===== src/rtl/lsu_mem_port_if.sv =====
// Load/store request/response and data_mem bus bundle for lsu_mem_port.
//   req_*   : single-request valid/ready handshake from the execute stage
//   resp_*  : one-cycle response pulse with extended load data
//   mem_*   : word-aligned, byte-lane-masked port to data_mem
// Modports: slave = lsu_mem_port side, master = requester/memory side.
interface lsu_mem_port_if #(
    parameter int ADDR_W = 32
);
    logic              req_valid;
    logic              req_ready;
    logic              req_we;
    logic [1:0]        req_size;
    logic              req_unsigned;
    logic [ADDR_W-1:0] req_addr;
    logic [31:0]       req_wdata;
    logic              resp_valid;
    logic [31:0]       resp_rdata;
    logic              resp_misaligned;
    logic [3:0]        mem_wr_sel;
    logic [ADDR_W-1:0] mem_addr;
    logic [31:0]       mem_wr_data;
    logic [31:0]       mem_rd_data;

    modport slave (
        input  req_valid, req_we, req_size, req_unsigned, req_addr, req_wdata,
        output req_ready,
        output resp_valid, resp_rdata, resp_misaligned,
        output mem_wr_sel, mem_addr, mem_wr_data,
        input  mem_rd_data
    );

    modport master (
        output req_valid, req_we, req_size, req_unsigned, req_addr, req_wdata,
        input  req_ready,
        input  resp_valid, resp_rdata, resp_misaligned,
        input  mem_wr_sel, mem_addr, mem_wr_data,
        output mem_rd_data
    );
endinterface


===== src/rtl/lsu_mem_port.sv =====
// Load/store initiator driving the single-port data_mem.
// Ports:
//   clk   : system clock, all state updates on posedge
//   rst_n : synchronous active-low reset
//   bus   : lsu_mem_port_if.slave (request, response and data_mem signals)
// Build option: define LSU_MISALIGNED_SPLIT_EN to split word-crossing
// accesses into two word accesses; otherwise they perform no memory access
// and respond with resp_misaligned=1, resp_rdata=0.
//
// state  | meaning
// IDLE   | ready for a request, latch it on req_valid
// ACCESS | first (or only) word access
// SECOND | upper word of a split access
// RESP   | one-cycle response pulse
module lsu_mem_port #(
    parameter int ADDR_W = 32
) (
    input  logic         clk,
    input  logic         rst_n,
    lsu_mem_port_if.slave bus
);

`ifdef LSU_MISALIGNED_SPLIT_EN
    localparam bit SPLIT_EN = 1'b1;
`else
    localparam bit SPLIT_EN = 1'b0;
`endif

    typedef enum logic [1:0] {IDLE, ACCESS, SECOND, RESP} state_t;

    state_t            state, state_nxt;
    logic              r_we;
    logic [1:0]        r_size;
    logic              r_uns;
    logic [ADDR_W-1:0] r_addr;
    logic [31:0]       r_wdata;
    logic [31:0]       lo_data;
    logic [31:0]       hi_data;

    logic [1:0]        off;
    logic [3:0]        size_mask;
    logic [7:0]        lane_mask8;
    logic [63:0]       wdata64;
    logic              crosses;
    logic [ADDR_W-1:0] word_addr;
    logic [ADDR_W-1:0] word_addr_hi;
    logic [63:0]       ld_cat;
    logic [31:0]       ld_sh;
    logic [31:0]       ld_ext;
    logic [3:0]        wr_sel_raw;

    always_ff @(posedge clk) begin
        if (!rst_n) begin
            state   <= IDLE;
            r_we    <= 1'b0;
            r_size  <= 2'd0;
            r_uns   <= 1'b0;
            r_addr  <= '0;
            r_wdata <= 32'd0;
            lo_data <= 32'd0;
            hi_data <= 32'd0;
        end else begin
            state <= state_nxt;
            if (state == IDLE && bus.req_valid) begin
                r_we    <= bus.req_we;
                r_size  <= bus.req_size;
                r_uns   <= bus.req_unsigned;
                r_addr  <= bus.req_addr;
                r_wdata <= bus.req_wdata;
            end
            if (state == ACCESS) lo_data <= bus.mem_rd_data;
            if (state == SECOND) hi_data <= bus.mem_rd_data;
        end
    end

    // Lane mask and store data are built 8 lanes / 64 bits wide so that the
    // upper half directly gives the lanes and data of the second word.
    always_comb begin
        off = r_addr[1:0];
        case (r_size)
            2'd0:    size_mask = 4'b0001;
            2'd1:    size_mask = 4'b0011;
            default: size_mask = 4'b1111;
        endcase
        lane_mask8   = {4'b0000, size_mask} << off;
        wdata64      = {32'd0, r_wdata} << {off, 3'b000};
        crosses      = |lane_mask8[7:4];
        word_addr    = {r_addr[ADDR_W-1:2], 2'b00};
        word_addr_hi = word_addr + ADDR_W'(4);
        ld_cat       = {hi_data, lo_data};
        ld_sh        = 32'(ld_cat >> {off, 3'b000});
        if (r_size[1])
            ld_ext = ld_sh;
        else if (r_size[0])
            ld_ext = r_uns ? {16'd0, ld_sh[15:0]} : {{16{ld_sh[15]}}, ld_sh[15:0]};
        else
            ld_ext = r_uns ? {24'd0, ld_sh[7:0]} : {{24{ld_sh[7]}}, ld_sh[7:0]};
    end

    always_comb begin
        state_nxt = state;
        case (state)
            IDLE:    if (bus.req_valid) state_nxt = ACCESS;
            ACCESS:  state_nxt = (crosses && SPLIT_EN) ? SECOND : RESP;
            SECOND:  state_nxt = RESP;
            RESP:    state_nxt = IDLE;
            default: state_nxt = IDLE;
        endcase
    end

    always_comb begin
        bus.req_ready       = 1'b0;
        bus.resp_valid      = 1'b0;
        bus.resp_rdata      = 32'd0;
        bus.resp_misaligned = 1'b0;
        bus.mem_addr        = '0;
        bus.mem_wr_data     = 32'd0;
        wr_sel_raw          = 4'b0000;
        case (state)
            IDLE: bus.req_ready = 1'b1;
            ACCESS: begin
                bus.mem_addr = word_addr;
                // Unsplit misaligned stores must not touch memory.
                if (r_we && (!crosses || SPLIT_EN)) begin
                    wr_sel_raw      = lane_mask8[3:0];
                    bus.mem_wr_data = wdata64[31:0];
                end
            end
            SECOND: begin
                bus.mem_addr = word_addr_hi;
                if (r_we) begin
                    wr_sel_raw      = lane_mask8[7:4];
                    bus.mem_wr_data = wdata64[63:32];
                end
            end
            RESP: begin
                bus.resp_valid      = 1'b1;
                bus.resp_misaligned = crosses;
                if (!r_we && !(crosses && !SPLIT_EN))
                    bus.resp_rdata = ld_ext;
            end
            default: ;
        endcase
    end

    // Gate with rst_n so a write can never commit in a reset cycle.
    assign bus.mem_wr_sel = wr_sel_raw & {4{rst_n}};

endmodule

===== src/flat_wrapper.sv =====
// flat-port wrapper written by rule: the top's interface ports become plain ports
module lsu_mem_port_flat 
#(
    parameter int ADDR_W = 32
)
  (clk, rst_n, bus_req_valid, bus_req_we, bus_req_size, bus_req_unsigned, bus_req_addr, bus_req_wdata, bus_req_ready, bus_resp_valid, bus_resp_rdata, bus_resp_misaligned, bus_mem_wr_sel, bus_mem_addr, bus_mem_wr_data, bus_mem_rd_data);
  lsu_mem_port_if #(.ADDR_W(ADDR_W)) bus_i ();
  input  logic clk;
  input  logic rst_n;
  input wire logic [$bits(bus_i.req_valid)-1:0] bus_req_valid;
  input wire logic [$bits(bus_i.req_we)-1:0] bus_req_we;
  input wire logic [$bits(bus_i.req_size)-1:0] bus_req_size;
  input wire logic [$bits(bus_i.req_unsigned)-1:0] bus_req_unsigned;
  input wire logic [$bits(bus_i.req_addr)-1:0] bus_req_addr;
  input wire logic [$bits(bus_i.req_wdata)-1:0] bus_req_wdata;
  output wire logic [$bits(bus_i.req_ready)-1:0] bus_req_ready;
  output wire logic [$bits(bus_i.resp_valid)-1:0] bus_resp_valid;
  output wire logic [$bits(bus_i.resp_rdata)-1:0] bus_resp_rdata;
  output wire logic [$bits(bus_i.resp_misaligned)-1:0] bus_resp_misaligned;
  output wire logic [$bits(bus_i.mem_wr_sel)-1:0] bus_mem_wr_sel;
  output wire logic [$bits(bus_i.mem_addr)-1:0] bus_mem_addr;
  output wire logic [$bits(bus_i.mem_wr_data)-1:0] bus_mem_wr_data;
  input wire logic [$bits(bus_i.mem_rd_data)-1:0] bus_mem_rd_data;
  assign bus_i.req_valid = bus_req_valid;
  assign bus_i.req_we = bus_req_we;
  assign bus_i.req_size = bus_req_size;
  assign bus_i.req_unsigned = bus_req_unsigned;
  assign bus_i.req_addr = bus_req_addr;
  assign bus_i.req_wdata = bus_req_wdata;
  assign bus_req_ready = bus_i.req_ready;
  assign bus_resp_valid = bus_i.resp_valid;
  assign bus_resp_rdata = bus_i.resp_rdata;
  assign bus_resp_misaligned = bus_i.resp_misaligned;
  assign bus_mem_wr_sel = bus_i.mem_wr_sel;
  assign bus_mem_addr = bus_i.mem_addr;
  assign bus_mem_wr_data = bus_i.mem_wr_data;
  assign bus_i.mem_rd_data = bus_mem_rd_data;
  lsu_mem_port #(.ADDR_W(ADDR_W)) u_core (.clk(clk), .rst_n(rst_n), .bus(bus_i));
endmodule

===== config.mk =====
export PLATFORM = sky130hd
export DESIGN_NAME = lsu_mem_port_flat
export DESIGN_NICKNAME = d
export VERILOG_FILES = /design/src/rtl/lsu_mem_port_if.sv /design/src/rtl/lsu_mem_port.sv /design/src/flat_wrapper.sv
export SDC_FILE = /design/constraint.sdc
export NUM_CORES = 1
export LEC_CHECK = 0
export ABC_AREA = 0
export CORE_MARGIN = 2
export CORE_UTILIZATION = 35
export CTS_CLUSTER_DIAMETER = 100
export DETAILED_ROUTE_END_ITERATION = 6
export PLACE_DENSITY = 0.71
export SLEW_MARGIN = 20
export SYNTH_ARGS = -nofsm -noshare
export SYNTH_HDL_FRONTEND = slang
export SYNTH_SLANG_ARGS = --single-unit

===== constraint.sdc =====
create_clock -name clk -period 2.5 [get_ports clk]
set_input_delay 0.625 -clock clk [delete_from_list [all_inputs] [get_ports clk]]
set_output_delay 0.625 -clock clk [all_outputs]
set_load 0.02 [all_outputs]

==> run metrics, run 1 <==
GP Congestion 0.885; fin crit period 2830 ps; # rows 55; most common cell in the netlist nand2_1; share of layout cells above drive strength 1 43.7%; Die ar. 0.0239 sq mm; mapped cell area 0.00795 sq mm; MaxCap Viol Count 0; number of CTS-inserted buffers 17; hpwl dp 20100 um; Worst Setup End Kind output pin; WP data arrival 2210 ps; placed insts 1547; CTS root buf clkbuf_16; final worst-path setup slack -333 ps; Congestion Overflow GR 0; GR Util met2 40.8%; nets@finish 1449; Crit path buffers/inverters 4; top cell type's share of synthesized area 31.7%; Yosys reg bits 126; CTS clk-pin slew, worst paths 70 ps; Post-CTS Hold Buffers 0; pwr/cell area 545 mW/mm^2; failing checks negative setup slack; Post-synth top flop dfxtp_1; Synth area leaders dfxtp_1 (32%), mux2i_1 (12%), nand2_1 (9.5%), a21boi_0 (6.5%), nor2b_1 (5.0%); P_leak 5.41 nW; critical path's slowest cell mux4_2; chip width 155 um; CTS tree yes; gr usage total 24.4%; Slew headroom 60.0%; post-route ant nets 0; Util after Layout 62.2%; multi-input logic area 0.00626 sq mm; Initial Utilization 35.4%; largest fanout on the critical path 7; Distinct cells, synth 62; Mean Syn Cell Area 7.99 sq um; busiest grt layer met2; clock sinks 126; Max Fclk 353 MHz; I/O Buffers 203; CP peak stage delay 560 ps; slew at the pin with the worst max-slew slack 600 ps; worst-path cell chain mux4_2 -> buf_6 -> nor2b_4 -> o21bai_4 -> buf_6 -> buf_6 -> a21oi_2 -> buf_6; Final Power 7.60 mW; Crit Path Class flip-flop to output pin; Synth-to-Final Area Change 75.5%; Synth Instances 994; Clk Latency, worst-skew pair 420 ps; final-report hold violation count 0; status complete, but fails checks; number of synthesized flops with an enable pin 0; Async SR Flop Fraction 0%; post-DR wirelength/cell 19.8 um; initial antenna violation count 3; maximum VDD drop 369 uV; final setup fails 94; routed via count 9104; part of the Yosys area used for sequential elements 31.7%; filler instances 1765; largest net degree at the start of global routing 73; wirelength, routed 32500 um; fin crit share 113%; Worst path top cell family by delay multiplexers; Die Y 155 um; top cell type by total area after synthesis dfxtp_1; Worst setup SP type flip-flop; CTS max path bufs 2; I/O pins 206; Post-Layout Cell Count 1641; most used cell, CP buf_6; initial DRC count 674; register area 0.00257 sq mm; post-DR vias/cell 5.55; Remaining DRCs 0; max-slew violation count 0; Core Footprint 0.0224 sq mm; Ys Warns 0; first-pass GRT wire length 46500 um; met1 GRT Util 31.4%; Commonest cells post-synth nand2_1 (201), dfxtp_1 (126), mux2i_1 (99); CP required 1880 ps; HP Class flip-flop to flip-flop; clk_skew 11.5 ps; grt met3 use 4.34%; htree depth 4; DR pass1 iterations 5; RSZ-0062 raised after global routing yes; number of global-route vias before repair 8575
-- per-stage QoR --
step | setup WS (ps) | hold WS, ps | TNS (ps) | cell area (sq um)
2_1_floorplan | -63.9 | 456 | -491 | 8050
3_3_place_gp | -361 | 477 | -21210 | 11200
3_5_place_dp | -351 | 481 | -23650 | 11200
4_1_cts | -372 | 493 | -20620 | 13000
5_1_grt | -385 | 525 | -23460 | 13900
6_report | -333 | 485 | -17660 | 13900
-- logic make-up after synthesis --
kind of cell    synth area share, %
other cells                  0.0472
buf+inv                        5.26
xor+xnor                      0.331
compound gates                 21.0
fa+ha+maj                     0.945
simple gates                   23.4
mux                            17.3
flops                          31.7
-- worst paths after layout --
kind,start,endpoint,slack [ps],cells after the start
max,u_core.r_addr[1]$_SDFFE_PN0P_,bus_resp_rdata[8],-330,8
min,u_core.r_addr[7]$_SDFFE_PN0P_,u_core.r_addr[7]$_SDFFE_PN0P_,490,2
max reg2reg,u_core.state[1]$_SDFFE_PN0P_,u_core.lo_data[2]$_SDFFE_PN0P_,800,8
min reg2reg,u_core.r_addr[7]$_SDFFE_PN0P_,u_core.r_addr[7]$_SDFFE_PN0P_,490,2
-- placed cells by master, fill, tap and decap left out, drive strengths merged, types with 14 or more instances in the layout --
cell / instances
nor2b: 64
nand3: 15
clkbuf: 23
dfxtp: 126
a211oi: 15
o22ai: 14
buf: 306
mux2: 30
o21ai: 63
nor2: 33
a21boi: 69
a21oi: 29
and2: 22
clkdlybuf4s50: 103
nand2: 201
mux2i: 99
-- repair_timing --
action	4_1_cts	5_1_grt
setup endpoints to repair	99	98
gates cloned	5	2
pin swaps	36	54
resized for setup	748	208
buffers inserted	29	27
-- sequential cells by signal, summed over array words and instances (netlist names) --
name	cells
u_core.hi_data	24
u_core.r_addr	32
u_core.r_size	2
u_core.state	2
u_core.r_we	1
u_core.r_uns	1
u_core.lo_data	32
u_core.r_wdata	32
-- cell type report --
cell class                 instances  share of cell area (%)
clock buffer                      20                    3.20
sequential                       126                    18.4
antenna                            3                  0.0538
inverter                           8                   0.233
multi-input combinational        775                    44.9
tap                              285                    2.56
timing repair buffer             412                    29.1
clock inverter                    12                    1.49
-- power breakdown --
group	switching, mW	total (mW)	internal (mW)
Sequential	0.188	2.39	2.20
Clock	0.985	2.79	1.81
Combinational	1.22	2.42	1.21
Total	2.39	7.60	5.21
-- routing by layer --
layer / wire length, um / vias to the layer above
met2: 15700 / 407
met3: 2070 / 124
met5: 0 / -
met1: 13200 / 4358
li1: - / 4215
met4: 1510 / 0
-- worst register-to-register path: cells and delay by family (launching register included) --
kind / cells / cell delay, ps
multiplexers: 1 / 280
flip-flops: 1 / 320
buffers and inverters: 5 / 750
AND/OR/NAND/NOR: 1 / 60
adder cells (fa/ha/maj): 1 / 170
Note: power is estimated with default switching activity, not from simulation.
==> run 2, diff against run 1 <==
--- a/config.mk
+++ b/config.mk
@@ -5,7 +5,7 @@
 export SDC_FILE = /design/constraint.sdc
 export NUM_CORES = 1
 export LEC_CHECK = 0
-export ABC_AREA = 0
+export ABC_AREA = 1
 export CORE_MARGIN = 2
 export CORE_UTILIZATION = 35
 export CTS_CLUSTER_DIAMETER = 100
==> run 2 against run 1 <==
The run still ends with negative setup slack left; critical endpoint is now bus_resp_rdata[29]; register-to-register slack about the same; final cell count up 13%; sequential power up 7%; critical path type unchanged.
==> run metrics, run 2 <==
CP required 1880 ps (about the same); Initial Utilization 35.6% (+0.20 points); Ys Warns 0 (unchanged); gr usage total 24.6% (+0.19 points); Hold Startpoint u_core.lo_data[21]$_SDFFE_PN0P_; top cell type's share of synthesized area 32.6% (+0.81 points); WP data arrival 2060 ps (-150 ps); Distinct cells, synth 46 (-26%); Worst Setup End Kind output pin; htree depth 4 (unchanged); most frequent cells in the layout nor2_1 (210), o21ai_0 (176), buf_4 (173); slew at the pin with the worst max-slew slack 615 ps (+14.7 ps); R2R depth 7 (-1); Placement Cell Area 0.0109 sq mm (-2.8%); most common cell in the netlist nor2_1; Final Power 8.09 mW (+6.4%); RSZ-0062 raised after global routing yes; WHS Path Cells 2 (unchanged); Mean Syn Cell Area 6.25 sq um (-22%); failing checks negative setup slack; final worst-path setup slack -183 ps (+150 ps); CTS tree yes; part of the Yosys area used for sequential elements 32.6% (+0.81 points); fin crit period 2680 ps (-150 ps); post-DR vias/cell 5.37 (-3.3%); initial antenna violation count 1 (-2); GP Congestion 0.979 (+11%); grt met3 use 5.49% (+1.1 points); Core Footprint 0.0218 sq mm (-3.0%); CTS max path bufs 2 (unchanged); GR Util met2 41.9% (+1.1 points); post-DR wirelength/cell 17.4 um (-12%); clock sinks 126 (unchanged); Remaining DRCs 0 (unchanged); Die Y 153 um (-1.2%); Commonest cells post-synth nor2_1 (263), nand2_1 (212), o21ai_0 (201); largest net degree at the start of global routing 76 (+4.1%); Hold EP u_core.lo_data[21]$_SDFFE_PN0P_; Congestion Overflow GR 0 (unchanged); Synth area leaders dfxtp_1 (33%), o21ai_0 (13%), nor2_1 (13%), nand2_1 (10%), a21oi_1 (7.6%); first-pass GRT wire length 46900 um (+0.77%); Crit Path Class flip-flop to output pin; capture point of the worst reg-to-reg path u_core.hi_data[7]$_SDFFE_PN0P_; I/O Buffers 203 (unchanged); Synth Instances 1239 (+25%); mapped cell area 0.00775 sq mm (-2.5%); P_leak 5.36 nW (-1.0%); Crit Reg-Reg Startpoint u_core.state[1]$_SDFFE_PN0P_; largest registers u_core.lo_data x32, u_core.r_addr x32, u_core.r_wdata x32; number of CTS-inserted buffers 17 (unchanged); final setup fails 71 (-24%); Yosys reg bits 126 (unchanged); pwr/cell area 614 mW/mm^2 (+13%); met1 GRT Util 30.6% (-0.79 points); Util after Layout 60.5% (-1.6 points); CTS root buf clkbuf_16; Clk Latency, worst-skew pair 430 ps (about the same); max-slew violation count 0 (unchanged); chip width 153 um (-1.2%); clk_skew 9.36 ps (-2.11 ps); Slew headroom 59.0% (-0.98 points); Die ar. 0.0233 sq mm (-2.4%); hpwl dp 21100 um (+4.9%); busiest grt layer met2; wirelength, routed 32300 um (-0.62%); nets@finish 1672 (+15%); routed via count 9958 (+9.4%); I/O pins 206 (unchanged); top cell type by total area after synthesis dfxtp_1; Worst setup SP type flip-flop; Design Area, Final 0.0132 sq mm (-5.6%); CTS clk-pin slew, worst paths 60 ps (about the same); fin crit share 107% (-6.0 points); HP Class flip-flop to flip-flop; Inserted Diodes 0 (-3); maximum VDD drop 390 uV (+5.8%); R2R Setup Slk 790 ps (about the same); number of synthesized flops with an enable pin 0 (unchanged); largest fanout on the critical path 7 (unchanged); Post-CTS Hold Buffers 0 (unchanged); DR pass1 iterations 7 (+2); initial DRC count 731 (+8.5%); status complete, but fails checks; # rows 54 (-1.8%); setup TNS -6000 ps (+11650 ps); Synth-to-Final Area Change 70.0%; Post-synth top flop dfxtp_1; share of layout cells above drive strength 1 38.1% (-5.6 points); most common cell after layout, fill and taps aside nor2_1; Async SR Flop Fraction 0% (unchanged); MaxCap Viol Count 0 (unchanged); post-route ant nets 0 (unchanged); final-report hold violation count 0 (unchanged); number of global-route vias before repair 9114 (+6.3%); Max Fclk 373 MHz (+5.6%)
## run 2: cell types whose count changed after synthesis, moves of 17 or more
cell	delta
a21oi_1	+88
mux2i_1	-91
mux2_2	-30
a21boi_0	-69
nand3_1	+21
and2_1	-22
nor2_2	+17
nor2b_1	-64
nor2_1	+230
inv_1	+63
o21ai_0	+148
## run 2: worst max-delay path by stage
stage	end	slack, ps	cells past startpoint	from
3_5_place_dp	bus_mem_addr[7]	-310	8	u_core.state[0]$_SDFFE_PN0P_
2_1_floorplan	bus_mem_addr[20]	90	8	u_core.state[0]$_SDFFE_PN0P_
6_report	bus_resp_rdata[29]	-180	10	u_core.r_addr[0]$_SDFFE_PN0P_
3_3_place_gp	bus_mem_addr[17]	-270	10	u_core.state[0]$_SDFFE_PN0P_
5_1_grt	bus_resp_rdata[29]	-260	10	u_core.r_addr[0]$_SDFFE_PN0P_
4_1_cts	bus_mem_wr_sel[1]	-270	8	u_core.r_size[1]$_SDFFE_PN0P_
## run 2: area by class of cell
class	count	area (sq um)
clock buffers	17	425
flip-flops and latches	126	2580
inverters	82	370
repair buffers	387	3740
multi-input cells	948	5540
fillers	1872	8590
clock inverters	15	151
well taps	280	350
repair inverters	1	8.76
## run 2: power by group
| part | internal (mW) | switching (mW) | leakage, nW |
|---|---|---|---|
| Combinational | 1.33 | 1.74 | 4.03 |
| Sequential | 2.31 | 0.247 | 1.05 |
| Clock | 1.40 | 1.06 | 0.280 |
## run 2: what timing repair did
item                                    CTS  global route
gates resized for setup                 623           330
cloned                                    1             4
pin swaps                                32            67
endpoints found under the setup margin   99            97
buffers inserted                          9            30
## run 2: through the flow
stage	std cells	hold WS, ps	worst slack (ps)
floorplan	1240	444	85.4
global placement	1783	459	-273
detailed placement	1783	464	-314
CTS	1824	475	-265
global route	1856	494	-258
finish	1856	475	-183
## run 2: per-layer routing
layer	up-vias	share of wire, %
met2	482	49
met1	4613	39
met3	111	8.2
met5	-	0.040
li1	4750	-
met4	2	4.0
## run 2: logic make-up after synthesis
kind of cell	after synthesis	synth area share, %
DFF	126	32.6
AOI/OAI and AO/OA	361	25.2
buffers and inverters	166	9.40
other	1	0.0484
muxes	8	1.03
adders and majority gates	6	0.969
and+or+nand+nor	571	30.8
## run 2: critical path: stages, from the launching register on
cell	delay (ps)
dfxtp_4	410
buf_6	150
nand2_2	60
nand3_2	70
o21a_1	140
nand2_1	60
nand2_2	90
nand3_4	170
clkbuf_16	230
nor2_4	120
buf_6	120
==> run 3, diff against run 2 <==
==> constraint.sdc (replaced) <==
create_clock -name clk -period 2.5 [get_ports clk]
set_input_delay 0.625 -clock clk [delete_from_list [all_inputs] [get_ports clk]]
set_output_delay 0.625 -clock clk [all_outputs]
set_load 0.01 [all_outputs]
==> run 3 against run 2 <==
The flow still finishes with violations (negative setup slack); via count rose by 1.3%; sequential share of layout area decreased by 0.093 points; maximum frequency decreased by 2.8%; combinational power about the same; first-iteration DRC count is 11% higher; final cell count grew 1.0%; largest cell class unchanged.
==> run metrics, run 3 (synthesis results as in run 2) <==
Place WS -212 ps (+102 ps); initial antenna violation count 3 (+2); nets@finish 1689 (+1.0%); htree depth 4 (unchanged); final setup fails 81 (+14%); Max Fclk 362 MHz (-2.8%); Clk Latency, worst-skew pair 420 ps (about the same); CTS tree yes; post-route ant nets 0 (unchanged); gr usage total 25.2% (+0.61 points); fin crit share 110% (+3.1 points); HP Class flip-flop to flip-flop; Synth-to-Final Area Change 70.5%; largest net degree at the start of global routing 89 (+17%); final worst-path setup slack -261 ps (-78.4 ps); setup TNS -9930 ps (-3920 ps); clk_skew 8.03 ps (-1.33 ps); hold slack final 483 ps (+7.95 ps); Final Power 8.19 mW (+1.3%); Hold Startpoint u_core.hi_data[13]$_SDFFE_PN0P_; Remaining DRCs 0 (unchanged); number of CTS-inserted buffers 17 (unchanged); slew at the pin with the worst max-slew slack 750 ps (+135 ps); critical path launch point u_core.r_addr[0]$_SDFFE_PN0P_; fin crit period 2760 ps (+78.4 ps); largest fanout on the critical path 6 (-1); Worst setup SP type flip-flop; Die ar. 0.0233 sq mm (unchanged); max-slew violation count 0 (unchanged); WP data arrival 2140 ps (+80 ps); clock sinks 126 (unchanged); I/O Buffers 203 (unchanged); RSZ-0062 raised after global routing yes; CTS root buf clkbuf_16; Design Area, Final 0.0132 sq mm (+0.33%); Congestion Overflow GR 0 (unchanged); Die Y 153 um (unchanged); CP required 1880 ps (about the same); post-DR wirelength/cell 17.6 um (+0.85%); Slew headroom 50.0% (-9.0 points); status complete, but fails checks; P_leak 5.52 nW (+3.0%); hpwl dp 21000 um (-0.35%); I/O pins 206 (unchanged); failing checks negative setup slack; Core Footprint 0.0218 sq mm (unchanged); post-DR vias/cell 5.38 (+0.31%); Crit Path Class flip-flop to output pin; Worst Setup End Kind output pin; chip width 153 um (unchanged); CTS clk-pin slew, worst paths 60 ps (about the same); routed via count 10100 (+1.3%); GP Congestion 0.939 (-4.1%); DR pass1 iterations 6 (-1); most frequent cells in the layout nor2_1 (217), o21ai_0 (167), nand2_1 (166); pwr/cell area 620 mW/mm^2 (+0.93%); final-report hold violation count 0 (unchanged); MaxCap Viol Count 0 (unchanged); largest registers u_core.lo_data x32, u_core.r_addr x32, u_core.r_wdata x32; filler instances 1829 (-2.3%); first-pass GRT wire length 47800 um (+2.0%); Placement Cell Area 0.0108 sq mm (-0.89%); Initial Utilization 35.6% (unchanged); Crit Reg-Reg Startpoint u_core.state[1]$_SDFFE_PN0P_; wirelength, routed 32900 um (+1.9%); most common cell after layout, fill and taps aside nor2_1; initial DRC count 810 (+11%); CTS max path bufs 2 (unchanged); maximum VDD drop 434 uV (+11%); # rows 54 (unchanged); number of global-route vias before repair 9070 (-0.48%); share of layout cells above drive strength 1 37.9% (-0.16 points)
run 3: cell types whose count changed in the layout (fill, tap and decap cells not counted), moves of 6 or more:
cell / delta
buf_2: +66
nand2_2: -13
nand2_1: +11
inv_6: -7
o21ai_1: +10
a21oi_2: +6
o21ai_0: -9
nor2_4: -8
buf_4: -54
buf_6: -8
a21oi_1: -10
nor2_1: +7
run 3: repair_timing:
action / CTS / global route
pin swaps: 45 / 82
hold buffers: 0 / 0
setup buffers: 34 / 37
resized for setup: 562 / 270
endpoints found under the setup margin: 99 / 97
cloned: 4 / 3
run 3: stage by stage:
step | util, % | instances
final | 60.7 | 1875
after global routing | 60.7 | 1873
after CTS | 55.5 | 1837
after detailed placement | 49.7 | 1770
after global placement | 49.7 | 1770
after floorplan | - | 1240
run 3: worst max-delay path: stages (launching register included):
cell	delay (ps)
dfxtp_4	390
buf_12	120
clkinv_8	60
o21ai_4	160
nand2_4	100
nand2_4	100
inv_6	60
nand2_4	100
inv_8	50
buf_12	120
buf_8	120
a21oi_2	150
nor2_2	60
buf_2	140
run 3: final timing paths:
path                                                   endpoint  cells after the start  slack (ps)
worst max-delay path                        bus_mem_wr_data[15]                     13        -260
worst min-delay path            u_core.hi_data[13]$_SDFFE_PN0P_                      2         480
worst max register to register   u_core.hi_data[6]$_SDFFE_PN0P_                      7         810
worst min register to register  u_core.hi_data[13]$_SDFFE_PN0P_                      2         480
run 3: routing by layer:
metal | routed length [um] | vias up | track usage, %
met1 | 12800 | 4702 | 31.5
met3 | 2840 | 102 | 5.63
met5 | 13 | - | 0
met2 | 16000 | 506 | 42.8
met4 | 1250 | 2 | 9.08
li1 | - | 4779 | -
run 3: area by class of cell:
class,instances,area (sq um),area share [%]
antenna,2,5.00,0.0379
clock buffer,19,453,3.43
clock inverter,13,151,1.15
inverter,82,367,2.77
multi-input combinational,948,5510,41.7
sequential,126,2580,19.5
tap,280,350,2.65
timing repair buffer,405,3800,28.7
run 3: power by group:
part / switching, mW / leakage, nW / internal, mW
clock: 1.02 / 0.283 / 1.54
combinational: 1.71 / 4.18 / 1.36
sequential: 0.247 / 1.05 / 2.31
total: 2.98 / 5.52 / 5.21
